File: config.mk
export PLATFORM = sky130hd
export DESIGN_NAME = ps2_mouse_ctrl
export DESIGN_NICKNAME = d
export VERILOG_FILES = /design/src/rtl/ps2_mouse_ctrl.sv
export SDC_FILE = /design/constraint.sdc
export NUM_CORES = 1
export LEC_CHECK = 0
export CAP_MARGIN = 20
export CORE_AREA = 4 4 122 95
export DETAILED_ROUTE_END_ITERATION = 7
export DIE_AREA = 0 0 126 99
export PLACE_DENSITY = 0.73
export SYNTH_ARGS = -nofsm -noshare
export SYNTH_HDL_FRONTEND = slang
export SYNTH_SLANG_ARGS = --single-unit
File: constraint.sdc
create_clock -name clk -period 8.7 [get_ports clk]
set_input_delay 2.61 -clock clk [delete_from_list [all_inputs] [get_ports clk]]
set_output_delay 2.61 -clock clk [all_outputs]
set_load 0.005 [all_outputs]
File: src/rtl/ps2_mouse_ctrl.sv
// Host-side PS/2 mouse sequencer: runs the reset/enable handshake, then turns
// 3-byte stream packets into a clamped absolute cursor position and button state.
module ps2_mouse_ctrl #(
    parameter int TIMEOUT_CYCLES = 100000,
    parameter int BAT_CYCLES     = 50000000,
    parameter int RETRY_MAX      = 3,
    parameter int XW             = 10,
    parameter int YW             = 10,
    parameter int X_MAX          = 639,
    parameter int Y_MAX          = 479,
    parameter int X_INIT         = 320,
    parameter int Y_INIT         = 240
) (
    input  logic          clk,
    input  logic          rst,
    input  logic          rx_valid,
    input  logic [7:0]    rx_data,
    input  logic          rx_err,
    output logic          tx_req,
    output logic [7:0]    tx_data,
    input  logic          tx_busy,
    input  logic          tx_done,
    input  logic          tx_err,
    output logic [XW-1:0] x,
    output logic [YW-1:0] y,
    output logic [2:0]    buttons,
    output logic          pkt_valid,
    output logic          ready,
    output logic          init_fail,
    output logic          sync_err
);

    // state        | meaning
    // SEND_RST     | issue 0xFF once the transmitter is idle, wait for tx_done
    // WAIT_RST_ACK | expect 0xFA
    // WAIT_BAT     | expect self-test result 0xAA (long timeout)
    // WAIT_ID      | expect device id 0x00
    // SEND_EN      | issue 0xF4, wait for tx_done
    // WAIT_EN_ACK  | expect 0xFA
    // RETRY        | bump attempt count, restart or give up
    // FAIL         | terminal until reset
    // STREAM       | assemble movement packets
    localparam logic [3:0] SEND_RST     = 4'd0;
    localparam logic [3:0] WAIT_RST_ACK = 4'd1;
    localparam logic [3:0] WAIT_BAT     = 4'd2;
    localparam logic [3:0] WAIT_ID      = 4'd3;
    localparam logic [3:0] SEND_EN      = 4'd4;
    localparam logic [3:0] WAIT_EN_ACK  = 4'd5;
    localparam logic [3:0] RETRY        = 4'd6;
    localparam logic [3:0] FAIL         = 4'd7;
    localparam logic [3:0] STREAM       = 4'd8;

    localparam int TMO_MAX = (BAT_CYCLES > TIMEOUT_CYCLES) ? BAT_CYCLES : TIMEOUT_CYCLES;
    localparam int TW      = $clog2(TMO_MAX + 1);
    localparam int RW      = $clog2(RETRY_MAX + 1);
    localparam int CW      = ((XW > YW) ? XW : YW) + 2;

    localparam logic signed [CW-1:0] X_MAX_S = CW'(X_MAX);
    localparam logic signed [CW-1:0] Y_MAX_S = CW'(Y_MAX);

    logic [3:0]    state;
    logic [3:0]    state_nxt;
    logic          tx_sent;
    logic          send_go;
    logic [TW-1:0] tmo_cnt;
    logic [TW-1:0] tmo_load;
    logic          tmo_zero;
    logic [RW-1:0] retry_cnt;
    logic [RW-1:0] retry_inc;
    logic          is_wait;
    logic [7:0]    exp_byte;
    logic [3:0]    succ_state;

    // header keeps b0 minus the always-set sync bit: {y_ovf, x_ovf, y_sign, x_sign, btn[2:0]}
    logic [6:0]    hdr;
    logic [7:0]    b1;
    logic [7:0]    b2;
    logic [1:0]    idx;
    logic          upd;

    logic [8:0]           dx;
    logic [8:0]           dy;
    logic signed [CW-1:0] x_sum;
    logic signed [CW-1:0] y_sum;
    logic [XW-1:0]        x_clamp;
    logic [YW-1:0]        y_clamp;

    assign tmo_zero  = (tmo_cnt == '0);
    assign retry_inc = retry_cnt + RW'(1);
    assign send_go   = ((state == SEND_RST) || (state == SEND_EN)) && !tx_sent && !tx_busy;
    assign ready     = (state == STREAM);
    assign init_fail = (state == FAIL);

    always_comb begin
        state_nxt  = state;
        is_wait    = 1'b0;
        exp_byte   = 8'hFA;
        succ_state = state;
        case (state)
            SEND_RST, SEND_EN: begin
                if (tx_sent) begin
                    if (tx_err)
                        state_nxt = RETRY;
                    else if (tx_done)
                        state_nxt = (state == SEND_RST) ? WAIT_RST_ACK : WAIT_EN_ACK;
                end
            end
            WAIT_RST_ACK: begin
                is_wait    = 1'b1;
                exp_byte   = 8'hFA;
                succ_state = WAIT_BAT;
            end
            WAIT_BAT: begin
                is_wait    = 1'b1;
                exp_byte   = 8'hAA;
                succ_state = WAIT_ID;
            end
            WAIT_ID: begin
                is_wait    = 1'b1;
                exp_byte   = 8'h00;
                succ_state = SEND_EN;
            end
            WAIT_EN_ACK: begin
                is_wait    = 1'b1;
                exp_byte   = 8'hFA;
                succ_state = STREAM;
            end
            RETRY: begin
                state_nxt = (retry_inc == RW'(RETRY_MAX)) ? FAIL : SEND_RST;
            end
            default: ;
        endcase
        if (is_wait) begin
            if (rx_err)
                state_nxt = RETRY;
            else if (rx_valid)
                state_nxt = (rx_data == exp_byte) ? succ_state : RETRY;
            else if (tmo_zero)
                state_nxt = RETRY;
        end
    end

    assign tmo_load = (state_nxt == WAIT_BAT) ? TW'(BAT_CYCLES) : TW'(TIMEOUT_CYCLES);

    // Movement is 9-bit two's complement; an overflow flag zeroes its axis.
    assign dx    = hdr[5] ? 9'd0 : {hdr[3], b1};
    assign dy    = hdr[6] ? 9'd0 : {hdr[4], b2};
    assign x_sum = $signed({{(CW-XW){1'b0}}, x}) + $signed({{(CW-9){dx[8]}}, dx});
    assign y_sum = $signed({{(CW-YW){1'b0}}, y}) - $signed({{(CW-9){dy[8]}}, dy});

    always_comb begin
        x_clamp = x_sum[XW-1:0];
        if (x_sum < 0)
            x_clamp = '0;
        else if (x_sum > X_MAX_S)
            x_clamp = XW'(X_MAX);
        y_clamp = y_sum[YW-1:0];
        if (y_sum < 0)
            y_clamp = '0;
        else if (y_sum > Y_MAX_S)
            y_clamp = YW'(Y_MAX);
    end

    always_ff @(posedge clk or posedge rst) begin
        if (rst) begin
            state     <= SEND_RST;
            tx_sent   <= 1'b0;
            tx_req    <= 1'b0;
            tx_data   <= 8'h00;
            tmo_cnt   <= TW'(TIMEOUT_CYCLES);
            retry_cnt <= '0;
            hdr       <= '0;
            b1        <= '0;
            b2        <= '0;
            idx       <= '0;
            upd       <= 1'b0;
            x         <= XW'(X_INIT);
            y         <= YW'(Y_INIT);
            buttons   <= '0;
            pkt_valid <= 1'b0;
            sync_err  <= 1'b0;
        end else begin
            state     <= state_nxt;
            tx_req    <= 1'b0;
            pkt_valid <= 1'b0;
            sync_err  <= 1'b0;
            upd       <= 1'b0;

            if (state_nxt != state) begin
                tx_sent <= 1'b0;
            end else if (send_go) begin
                tx_sent <= 1'b1;
                tx_req  <= 1'b1;
                tx_data <= (state == SEND_EN) ? 8'hF4 : 8'hFF;
            end

            // down-counter restarts on every state change and on every byte seen in STREAM
            if ((state_nxt != state) || ((state == STREAM) && rx_valid))
                tmo_cnt <= tmo_load;
            else if (!tmo_zero)
                tmo_cnt <= tmo_cnt - TW'(1);

            if (state == RETRY)
                retry_cnt <= retry_inc;
            else if ((state == WAIT_EN_ACK) && (state_nxt == STREAM))
                retry_cnt <= '0;

            if (state != STREAM) begin
                idx <= '0;
            end else begin
                if (rx_err) begin
                    sync_err <= 1'b1;
                    idx      <= '0;
                end else if (rx_valid) begin
                    case (idx)
                        2'd0: begin
                            if (rx_data[3]) begin
                                hdr <= {rx_data[7:4], rx_data[2:0]};
                                idx <= 2'd1;
                            end else begin
                                sync_err <= 1'b1;
                            end
                        end
                        2'd1: begin
                            b1  <= rx_data;
                            idx <= 2'd2;
                        end
                        default: begin
                            b2  <= rx_data;
                            idx <= 2'd0;
                            upd <= 1'b1;
                        end
                    endcase
                end else if ((idx != 2'd0) && tmo_zero) begin
                    sync_err <= 1'b1;
                    idx      <= '0;
                end

                if (upd) begin
                    x         <= x_clamp;
                    y         <= y_clamp;
                    buttons   <= hdr[2:0];
                    pkt_valid <= 1'b1;
                end
            end
        end
    end

endmodule

==> results summary, run 1 <==
The run finished with clean final reports. Setup repair after global routing left no endpoint under its margin. The HPWL after detailed placement is 8860 µm.

The Yosys warning count is 0. The share of synthesized area occupied by flip-flops and latches came out at 40.8%. Data arrives at the worst endpoint at 5.94 ns. The initial antenna violation count came out at 0. The initial utilization of the core area, before any placement, comes to 52.5%. The gate count of the mapped netlist came out at 568. The delay of the slowest cell on the worst path is 0.77 ns. For this block, the initial DRC count from the detailed router was 368. The startpoint of the lowest-slack register-to-register path is state[2]$_DFF_PP0_. The total iterations of the first detailed-routing run is 5.

Hold is met by 0.468 ns. Yosys attributes the largest share of cell area to sky130_fd_sc_hd__dfrtp_1 (35%), sky130_fd_sc_hd__dfstp_2 (5.9%), sky130_fd_sc_hd__ha_1 (5.8%), sky130_fd_sc_hd__mux2_2 (4.8%), sky130_fd_sc_hd__xnor2_1 (4.4%). In this run the count of I/O pins placed on the die edge is 51. The share of async-settable or async-resettable flops after synthesis came out at 100%. STA classifies the critical path startpoint as an input pin. sky130_fd_sc_hd__dfrtp_1 takes more of the synthesized area than any other cell. After layout, the worst setup slack is 2.97 ns. By count the netlist is led by sky130_fd_sc_hd__dfrtp_1 (75), sky130_fd_sc_hd__nor2_1 (54), sky130_fd_sc_hd__nand2_1 (43), sky130_fd_sc_hd__o21ai_0 (27), sky130_fd_sc_hd__xnor2_1 (27). The cell family contributing the most delay on the critical path is simple AND/OR/NAND/NOR gates. The final-layout fill cell count is 836. The chip width came out at 126 µm. The largest vdd supply drop came out at 0.106 mV. The minimum clock period after layout came out at 5.73 ns.

The total standard cell area after synthesis is 5380 µm². The kind of capture point of the worst setup path is a register. The leakage component of the power is 2.79 nW.

The total met2 wirelength after detailed routing is 5600 µm. The worst hold path terminates at buttons[0]$_DFFE_PP0P_. After floorplanning, the core was divided into 32 placement rows. After detailed routing, the number of remaining DRC violations is 0. The number of port buffers is 50.

The number of antenna diodes in the final layout is 0. In this run the critical register-to-register path is captured at tmo_cnt[12]$_DFFE_PP0P_. The normalized max-slew margin is 36.2%. The post-CTS clock slew at the launch and capture registers of the worst setup and hold paths came out at 0.07 ns. The clock net in this run drives a total of 87 sinks. After detailed routing, the average wire length per cell comes to 16.4 µm. The flop-to-flop setup slack is 5.13 ns.

The number of slew-limit violations in the final report came out at 0. The overall power consumption is 1.28 mW. Based on the critical path, the design can be clocked at up to 174 MHz. The power density over the cells is 204 nW/µm². The worst path uses 65.9% of the clock period.

The post-place setup slack is 2.71 ns. The number of hold buffers added after CTS was 0. TritonCTS built the clock tree.

After the last flow step, the layout net total stands at 648. The number of instances resized during post-cts repair is 0. The critical path goes through clkdlybuf4s50_1 -> or4b_2 -> a21oi_1 -> o31ai_1 -> o21bai_1 -> a211oi_1 -> nand3_2 -> nand2b_4 -> o21ai_0. The final-report setup violation count came out at 0.

In this run the most critical hold path is launched from hdr[0]$_DFFE_PP0P_. The count of H-tree levels built during CTS came out at 3. For the pin with the worst max-slew slack, the measured transition is 0.943 ns. The detailed-routed wire length on met3 came out at 589 µm. The largest net degree at the start of global routing came out at 88. The critical path data required time is 8.91 ns.

The placed instances occupy a cell area of 5930 µm². The number of cells on the worst hold path came out at 2. The final weighted congestion of routability-driven global placement came out at 0.900.

The share of post-route cells with drive strength above 1 is 11.5%. The most frequent cell after synthesis is sky130_fd_sc_hd__dfrtp_1. The final non-filler cell area is 6280 µm². The via count of the first global-routing pass is 4253. The wire length after detailed routing is 12300 µm. In this run the worst hold path is classified as register to register. The number of clock buffers added by TritonCTS is 9. The net count after synthesis came out at 610. The highest routing layer actually used is met4. The via total after detailed routing is 4366. The number of enable flip-flop cells after synthesis is 0. The placeable core region is 10200 µm². The synthesized netlist contains 70 unique library cells.

For this run, the leading register cell type out of synthesis is sky130_fd_sc_hd__dfrtp_1. The first-pass GRT wire length is 20500 µm. The number of nets still failing antenna checks after routing is 0. Using the TritonRoute via totals, the vias-per-cell ratio works out to 5.84. The number of storage elements in the synthesis netlist came out at 87. The mean instance size in the synthesized netlist came out at 9.47 µm². The post-CTS setup repair buffer count came out at 0.

Across every metal layer, demand over resource in global routing totals 20.0%. The largest fanout on the critical path came out at 20. The relative area change from synthesis to final layout is 16.8%. In this run the deepest clock path goes through 2 buffers. By startpoint and endpoint, the worst setup path is classified as input pin to register. The number of hold-slack violations in the final timing report came to 0.

The setup TNS is 0 ns. The number of maximum-capacitance violations is 0. The latest clock arrival within the worst-skew pair came out at 0.35 ns. Of the post-synthesis cell area, the dominant cell type holds 34.9%. The height of the chip came out at 99 µm. The cell sitting at the root of the clock tree is a sky130_fd_sc_hd__clkbuf_16. The worst register-to-register path has a depth of 8. Together, buffers and inverters on the worst path number 1. The overall die area came out at 12500 µm². The global route total overflow came out at 0. After detailed routing, the wire length on met1 is 5920 µm.

The worst clock skew came out at 0.00710 ns. The cell type of the slowest stage on the worst timing path is sky130_fd_sc_hd__or4b_2.
==> layout by cell type, fill, tap and decap left out, drive strengths merged, types with 4 or more instances in the layout <==
master,count
a211oi,10
a21o,7
a21oi,16
a31oi,5
a32oi,5
buf,4
clkbuf,12
clkdlybuf4s50,50
dfrtp,75
dfstp,12
ha,25
inv,25
mux2,23
nand2,43
nand2b,19
nand3,12
nand4,4
nor2,54
nor2b,16
nor3,22
nor4,8
o211ai,6
o21a,5
o21ai,28
o21bai,4
o22ai,5
o31ai,4
or2,6
or3,7
or4,5
xnor2,27
xor2,13
==> cells by family after synthesis <==
family | after synthesis | synth area share (%)
DFF | 87 | 40.8
muxes | 25 | 5.19
xor gates and xnor gates | 40 | 6.52
AOI/OAI and AO/OA | 119 | 15.5
adders and majority gates | 27 | 6.56
buffers and inverters | 52 | 4.21
and+or+nand+nor | 218 | 21.3
==> per-layer routing <==
layer	global-route usage, %	vias up
li1	-	2116
met1	27.8	2108
met2	31.9	126
met3	4.12	16
met4	5.85	0
met5	0	-
==> worst reg2reg max path: stages (launching register included) <==
cell and delay [ns]:
sky130_fd_sc_hd__dfrtp_1 0.57, sky130_fd_sc_hd__or4b_1 0.66, sky130_fd_sc_hd__a211oi_1 0.49, sky130_fd_sc_hd__o2111a_1 0.26, sky130_fd_sc_hd__o21ai_0 0.11, sky130_fd_sc_hd__a211oi_1 0.50, sky130_fd_sc_hd__nand3_2 0.43, sky130_fd_sc_hd__nand2b_4 0.28
sky130_fd_sc_hd__o21ai_0 0.12
==> worst max-delay path by stage <==
stage / depth (start not counted) / endpoint / slack [ns] / start
finish: 9 / tmo_cnt[12]$_DFFE_PP0P_ / 2.97 / rx_valid
global route: 7 / tmo_cnt[5]$_DFFE_PP1P_ / 2.69 / rx_valid
CTS: 8 / tmo_cnt[12]$_DFFE_PP0P_ / 3.10 / rx_valid
detailed placement: 8 / tmo_cnt[12]$_DFFE_PP0P_ / 2.71 / rx_valid
global placement: 9 / tmo_cnt[25]$_DFFE_PP0P_ / 2.83 / rx_valid
floorplan: 1 / b1[0]$_DFFE_PP0P_ / 3.86 / rst
==> per-stage QoR <==
stage	utilization, %	std cells
after floorplan	-	568
after global placement	57.8	728
after detailed placement	57.8	728
after CTS	60.9	744
after global routing	61.3	747
final	61.3	747
==> cell type report <==
cell class	count	area, µm²	share of cell area [%]
Clock buffer	11	253	4.02
Clock inverter	5	62.6	0.996
Inverter	24	91.3	1.45
Multi-Input combinational cell	429	2960	47.1
Sequential cell	87	2190	34.9
Tap cell	136	170	2.71
Timing Repair Buffer	55	553	8.81
==> sequential cells by signal, indices dropped and copies added, names as in the netlist, 3 cells and up <==
register  count
tmo_cnt      26
state         4
buttons       3
b1            8
b2            8
x            10
hdr           7
y            10
==> where the power goes <==
group | total (mW) | internal [mW] | switching, mW
Sequential | 0.513 | 0.454 | 0.0588
Clock | 0.407 | 0.240 | 0.167
Combinational | 0.362 | 0.150 | 0.212
Power figures use the tool's default switching activity.
==> run 2, diff against run 1 <==
- CORE_AREA: 4 4 122 95 -> 4 4 123 96
- DIE_AREA: 0 0 126 99 -> 0 0 127 100
- PLACE_DENSITY: 0.73 -> 0.75
- clock period: 8.7 -> 5 ns (I/O delays scaled with it)
==> run 2 against run 1 <==
- highest routed layer unchanged
- die area up 1.8%
- combinational power up 73%
- critical path depth is the same
==> results summary, run 2 (synthesized netlist as in run 1, its figures left out) <==
The flip-flop count of the largest register after layout is 26. The worst clock skew is 0.00521 ns. The buffers plus inverters on the worst setup path is 1.

The detail route stage leaves a number of antenna-violating nets equal to 0. The first-pass GRT wire length came out at 21300 µm. The critical path is of the input pin to register type.

Measured against its own limit, the worst slew margin works out to 23.7%. The switching power share of the total came out at 32.6%. The critical path data required time is 5.20 ns. The delay of the slowest cell on the worst path came out at 0.58 ns.

The number of hold-slack violations in the final timing report came to 0. The leakage component of the power is 2.81 nW. The maximum clock frequency is 227 MHz. In this run the post-CTS setup repair buffer count came out at 0. The number of instances resized during post-cts repair is 0. The number of clock buffers inserted by TritonCTS came out at 9. The post-CTS clock slew at the launch and capture registers of the worst setup and hold paths came out at 0.06 ns.

The average vias per placed instance is 5.90. Counting along the longest clock path gives a buffer depth of 2. Setup repair after global routing left no endpoint under its margin. The clock tree from TritonCTS is built. The latest clock arrival within the worst-skew pair is 0.34 ns. In the final layout, the registers with the most flip-flops are tmo_cnt: 26 flops, x: 10 flops, y: 10 flops.

Once placement finished, the instance area stood at 5960 µm². The number of standard cells in the layout, taps in and fillers out came out at 752. Ranked by flip-flop count, first place goes to tmo_cnt. The global route total overflow came out at 0. The final weighted congestion of routability-driven global placement is 0.904. The routed wire length per instance is 16.6 µm. In the layout the commonest cells are sky130_fd_sc_hd__dfrtp_1 (75), sky130_fd_sc_hd__nor2_1 (54), sky130_fd_sc_hd__clkdlybuf4s50_1 (50).

The final-report setup violation count is 0. The HPWL after detailed placement is 9140 µm. The arrival time of data at the critical path endpoint came out at 4.60 ns.

The number of diodes added for antenna fixing came out at 0. The final non-filler cell area came out at 6320 µm². The residual DRC count came out at 0. The power density over the cells is 367 nW/µm².

The number of maximum-capacitance violations came out at 0. The design draws 2.32 mW. The share of the clock period used by the worst path after layout is 88.0%. The number of hold buffers added after CTS was 0.

The number of rows in the core area came out at 33. The final-layout fill cell count came out at 896. The count of H-tree levels built during CTS is 3. The wire length after detailed routing is 12500 µm.

The height of the chip is 100 µm. The combinational power share is 27.0%. The first routing iteration left 299 violations. Global routing used 20.8% of the available tracks. The number of slew-limit violations in the final report is 0. The chip width came out at 127 µm. The via count of the first global-routing pass came out at 4360. The most common library cell in the layout ignoring fill and taps is sky130_fd_sc_hd__dfrtp_1. The slew at the pin closest to its max-slew limit came out at 1.14 ns.

The post-route netlist has 11.6% of its cells at a drive strength greater than 1. Traced cell by cell, the critical path runs through clkdlybuf4s50_1 -> or4_1 -> mux2i_1 -> o2111a_1 -> o21ai_0 -> a211oi_1 -> nand3_2 -> nand2b_4 -> o21ai_0. Hold is met by 0.479 ns.

The clock sink count is 87. The placed instance count is 736. The overall die area came out at 12700 µm². The floorplan step defined a core boundary enclosing 10700 µm². The most frequent cell on the critical path is sky130_fd_sc_hd__o21ai_0. The slowest stage of the critical path belongs to the cell sky130_fd_sc_hd__or4_1.

The total iterations of the first detailed-routing run came out at 6. Once the floorplan was initialized, standard cells occupied 50.5% of the core. The initial antenna violation count came to 0.

The worst setup path is captured at a register. The clock tree root driver cell is sky130_fd_sc_hd__clkbuf_16. The minimum clock period after layout is 4.40 ns. The setup TNS is 0 ns. The largest net degree at the start of global routing came out at 41. Relative to the synthesized area, the layout overhead comes to 17.5%.

Port buffering added 50 buffers. The part of the power in the clock network came out at 34.4%. The cell family contributing the most delay on the critical path is simple AND/OR/NAND/NOR gates.

For this run, the post-layout net count is 649. The run finished with clean final reports. The number of placed I/O pins came out at 51. The largest fanout on the critical path is 16. Detailed routing inserted a total of 4439 vias.

The sort of element at the start of the critical path is an input pin. The sequential power share came out at 38.5%. Internal power comes to 1.56 mW.

Across the VDD grid, the largest voltage drop is 0.169 mV. The min-delay analysis places its worst path in the category register to register. Summed over all nets, the switching power comes to 0.755 mW.
==> run 2: cell count changes in the layout (fill, tap and decap cells not counted), sizes merged <==
| cell | delta |
|---|---|
| buf | +2 |
| bufinv | +2 |
| clkbuf | -1 |
| clkinv | +2 |
| clkinvlp | -2 |
| inv | -2 |
==> run 2: final timing paths <==
| check | to | from | slack (ns) | cells past startpoint |
|---|---|---|---|---|
| worst max-delay path | tmo_cnt[17]$_DFFE_PP0P_ | rx_data[5] | 0.60 | 9 |
| worst min-delay path | buttons[0]$_DFFE_PP0P_ | buttons[0]$_DFFE_PP0P_ | 0.48 | 2 |
| worst min register to register | buttons[0]$_DFFE_PP0P_ | buttons[0]$_DFFE_PP0P_ | 0.48 | 2 |
| min in group asynchronous | y[0]$_DFFE_PP0P_ | rst | 1.57 | 2 |
| max in group asynchronous | x[6]$_DFFE_PP1P_ | rst | 2.56 | 3 |
| worst max register to register | tmo_cnt[17]$_DFFE_PP0P_ | state[1]$_DFF_PP0_ | 1.43 | 8 |
==> run 2: power by group through the flow <==
stage                     Sequential (mW)  Combinational (mW)  Clock (mW)
after detailed placement            0.901               0.622           0
after CTS                           0.891               0.627       0.812
after global placement              0.895               0.592           0
after global routing                0.908               0.701       0.841
final                               0.894               0.627       0.799
after floorplan                     0.846               0.522           0
==> run 2: metrics by stage <==
| stage | utilization [%] | setup slack (ns) |
|---|---|---|
| 3_5_place_dp | 56.0 | 0.339 |
| 6_report | 59.3 | 0.598 |
| 3_3_place_gp | 56.0 | 0.473 |
| 2_1_floorplan | - | 1.27 |
| 5_1_grt | 59.3 | 0.428 |
| 4_1_cts | 59.3 | 0.672 |
==> run 2: layer usage <==
metal | track usage [%] | vias to the layer above | wire (µm)
li1 | - | 2123 | -
met1 | 28.6 | 2171 | 5890
met2 | 33.5 | 129 | 5790
met3 | 3.99 | 16 | 634
met4 | 6.51 | 0 | 188
met5 | 0 | - | 0
==> run 2: worst min-delay path: stages (launching register included) <==
cell,delay (ns)
sky130_fd_sc_hd__dfrtp_1,0.34
sky130_fd_sc_hd__nand2_1,0.05
sky130_fd_sc_hd__nand2_1,0.05
==> run 2: layout make-up <==
cell class	count	area, µm²	area share [%]
Inverter	24	91.3	1.45
Clock inverter	5	104	1.64
Timing Repair Buffer	56	546	8.63
Multi-Input combinational cell	429	2960	46.8
Tap cell	140	175	2.77
Sequential cell	87	2190	34.7
Clock buffer	11	253	4.00
==> run 3, diff against run 2 <==
--- a/config.mk
+++ b/config.mk
@@ -6,5 +6,5 @@
 export NUM_CORES = 1
 export LEC_CHECK = 0
-export CAP_MARGIN = 20
+export CAP_MARGIN = 15
 export CORE_AREA = 4 4 123 96
 export DETAILED_ROUTE_END_ITERATION = 7
==> constraint.sdc (replaced) <==
create_clock -name clk -period 5 [get_ports clk]
set_input_delay 1 -clock clk [delete_from_list [all_inputs] [get_ports clk]]
set_output_delay 1 -clock clk [all_outputs]
set_load 0.005 [all_outputs]
==> run 3 against run 2 <==
- die area unchanged
- clock skew about the same
- global-route usage fell by 0.77 points
- total power down 2.5%
- count of clock-buffer cells in the layout down 1
- via count is 1.2% lower
- cell count shrank 0.13%
- clock power fell by 6.6%
- setup slack better by 0.50 ns
- largest power group unchanged
- worst hold slack better by 0.0012 ns
- highest routed layer unchanged
==> results summary, run 3 (synthesized netlist as in run 1, its figures left out) <==
The flow ran to the end, and the final reports show no timing, DRC or antenna violations. The clock passes through at most 2 buffers. The initial cell density of the core came out at 50.5%.

The total iterations of the first detailed-routing run came out at 5. The final net count came out at 648. Static timing analysis puts the maximum clock frequency at 256 MHz. The cell sitting at the root of the clock tree is a sky130_fd_sc_hd__clkbuf_16. The average vias per placed instance is 5.84. From left edge to right edge, the die measures 127 µm. The share of post-route cells with drive strength above 1 came out at 11.5%. The post-CTS clock slew at the launch and capture registers of the worst setup and hold paths is 0.06 ns. The relative area change from synthesis to final layout came out at 16.9%.

The buffers plus inverters on the worst setup path is 2. The worst setup path is launched from an input pin. The overall track demand over capacity in global routing is 20.0%. The normalized max-slew margin came out at 21.4%. Setup repair after global routing left no endpoint under its margin. The share of the clock period used by the worst path after layout is 78.1%.

For the finished layout, the period the worst path requires is 3.91 ns. At the later pin of the worst-skew pair, clock insertion delay measures 0.34 ns. The post-CTS setup repair buffer count is 0. The number of instances resized during post-cts repair is 0.

tmo_cnt holds more flip-flops than any other register. The tool flagged a number of max-cap violations equal to 0. The via count of the first global-routing pass was 4294. The final weighted congestion of routability-driven global placement is 0.890. In this run the worst hold path is classified as register to register.

The height of the chip is 100 µm. Across the VDD grid, the largest voltage drop is 0.210 mV. Setup violations remaining at the end of the flow were counted as 0.

For this design, the slowest cell found on the critical path is sky130_fd_sc_hd__a2111oi_0. The number of placed I/O pins came out at 51. The arrival time of data at the critical path endpoint came out at 4.11 ns. Across the routed clock network, the largest skew measured is 0.00546 ns. The residual DRC count came out at 0. The number of nets still failing antenna checks after routing is 0. Dividing the detail-routed wire length by the instance count gives 16.6 µm. The number of port buffers came out at 50. The number of slew-limit violations in the final report is 0. The setup TNS came out at 0 ns. The library cell used most frequently in the layout, excluding fill and tap cells, is sky130_fd_sc_hd__dfrtp_1. Once routing completed, OpenROAD measured the worst setup slack at 1.09 ns. In this run, CTS created clock tree buffers numbering 9.

The first-pass GRT wire length came out at 20500 µm. The via total after detailed routing is 4386. The wire length after detailed routing is 12400 µm. The count of H-tree levels built during CTS came out at 3. The global route total overflow came out at 0. The critical path data required time came out at 5.20 ns. The number of diodes added for antenna fixing is 0. The power density over the cells came out at 360 nW/µm². The overall die area is 12700 µm². The initial antenna violation count is 0. The slew at the pin closest to its max-slew limit is 1.17 ns. The clock sink count came out at 87.

After floorplanning, the core was sized to cover 10700 µm². The leakage component of the power came out at 2.79 nW. The HPWL after detailed placement came out at 8960 µm. Walking the worst path, the cells encountered are clkdlybuf4s50_1 -> buf_4 -> a2111oi_0 -> o31a_1 -> o21ai_0 -> a211oi_1 -> nand3_2 -> nand2b_4 -> o21ai_0.

The largest single stage delay on the critical path is 0.76 ns. The register with the most flip-flops in the layout has 26 of them. In the final layout, the registers with the most flip-flops are tmo_cnt: 26 flops, x: 10 flops, y: 10 flops.

The kind of critical path is input pin to register. The number of hold-slack violations in the final timing report came to 0. The number of buffers added to fix hold violations after cts came out at 0. The smallest hold slack came out at 0.481 ns.

The number of rows in the core area came out at 33. The largest net degree at the start of global routing is 54. The library cells used most frequently in the layout, excluding fill and tap cells, are sky130_fd_sc_hd__dfrtp_1 (75), sky130_fd_sc_hd__nor2_1 (54), sky130_fd_sc_hd__clkdlybuf4s50_1 (50).

The number of DRC markers after the initial detailed-route iteration is 343. The largest fanout on the critical path came out at 16. The dominant delay contributor by cell family on the critical path is compound AO/OA/AOI/OAI gates. The most frequent cell on the critical path is sky130_fd_sc_hd__o21ai_0. STA classifies the critical path endpoint as a register. TritonCTS built the clock tree. Before CTS, the worst setup slack after placement is 0.780 ns.
==> run 3: cell types whose count changed in the layout (fill, tap and decap cells not counted), sizes merged <==
cell / before / now
clkinvlp: 0 / 2
buf: 6 / 5
bufinv: 3 / 2
clkbuf: 11 / 10
clkinv: 3 / 2
inv: 23 / 24
==> run 3: stage by stage <==
| step | area (µm²) | total power, mW | util (%) | instances |
|---|---|---|---|---|
| after floorplan | 5380 | 1.37 | - | 568 |
| after global placement | 5950 | 1.49 | 55.9 | 735 |
| after detailed placement | 5950 | 1.52 | 55.9 | 735 |
| after CTS | 6290 | 2.27 | 59.0 | 751 |
| after global routing | 6290 | 2.40 | 59.0 | 751 |
| final | 6290 | 2.26 | 59.0 | 751 |
==> run 3: layer usage <==
metal,GRT usage [%],wire (µm)
met1,27.7,5930
met2,31.1,5610
met3,4.89,667
met4,6.76,240
met5,0,0
==> run 3: path summary, 6_finish.rpt <==
check / from / endpoint / slack (ns) / cells past startpoint
max: rx_valid / tmo_cnt[13]$_DFFE_PP0P_ / 1.09 / 9
min: buttons[2]$_DFFE_PP0P_ / buttons[2]$_DFFE_PP0P_ / 0.48 / 2
max reg2reg: hdr[6]$_DFFE_PP0P_ / y[2]$_DFFE_PP0P_ / 1.40 / 12
min reg2reg: buttons[2]$_DFFE_PP0P_ / buttons[2]$_DFFE_PP0P_ / 0.48 / 2
max in group asynchronous: rst / tmo_cnt[7]$_DFFE_PP1P_ / 2.87 / 3
min in group asynchronous: rst / b2[0]$_DFFE_PP0P_ / 1.14 / 2
==> run 3: power breakdown <==
part | internal (mW) | switching [mW]
combinational | 0.259 | 0.368
sequential | 0.790 | 0.101
clock | 0.454 | 0.292
total | 1.50 | 0.761
==> run 3: final cells by class <==
class	count	area (µm²)
flip-flops and latches	87	2190
fillers	892	4370
repair buffers	55	538
well taps	140	175
clock inverters	6	92.6
inverters	24	91.3
clock buffers	10	239
multi-input cells	429	2960
==> run 3: tightest hold or removal path, delay by kind of cell (launching register included) <==
kind / cells / cell delay [ns]
simple gates: 2 / 0.11
flops: 1 / 0.34
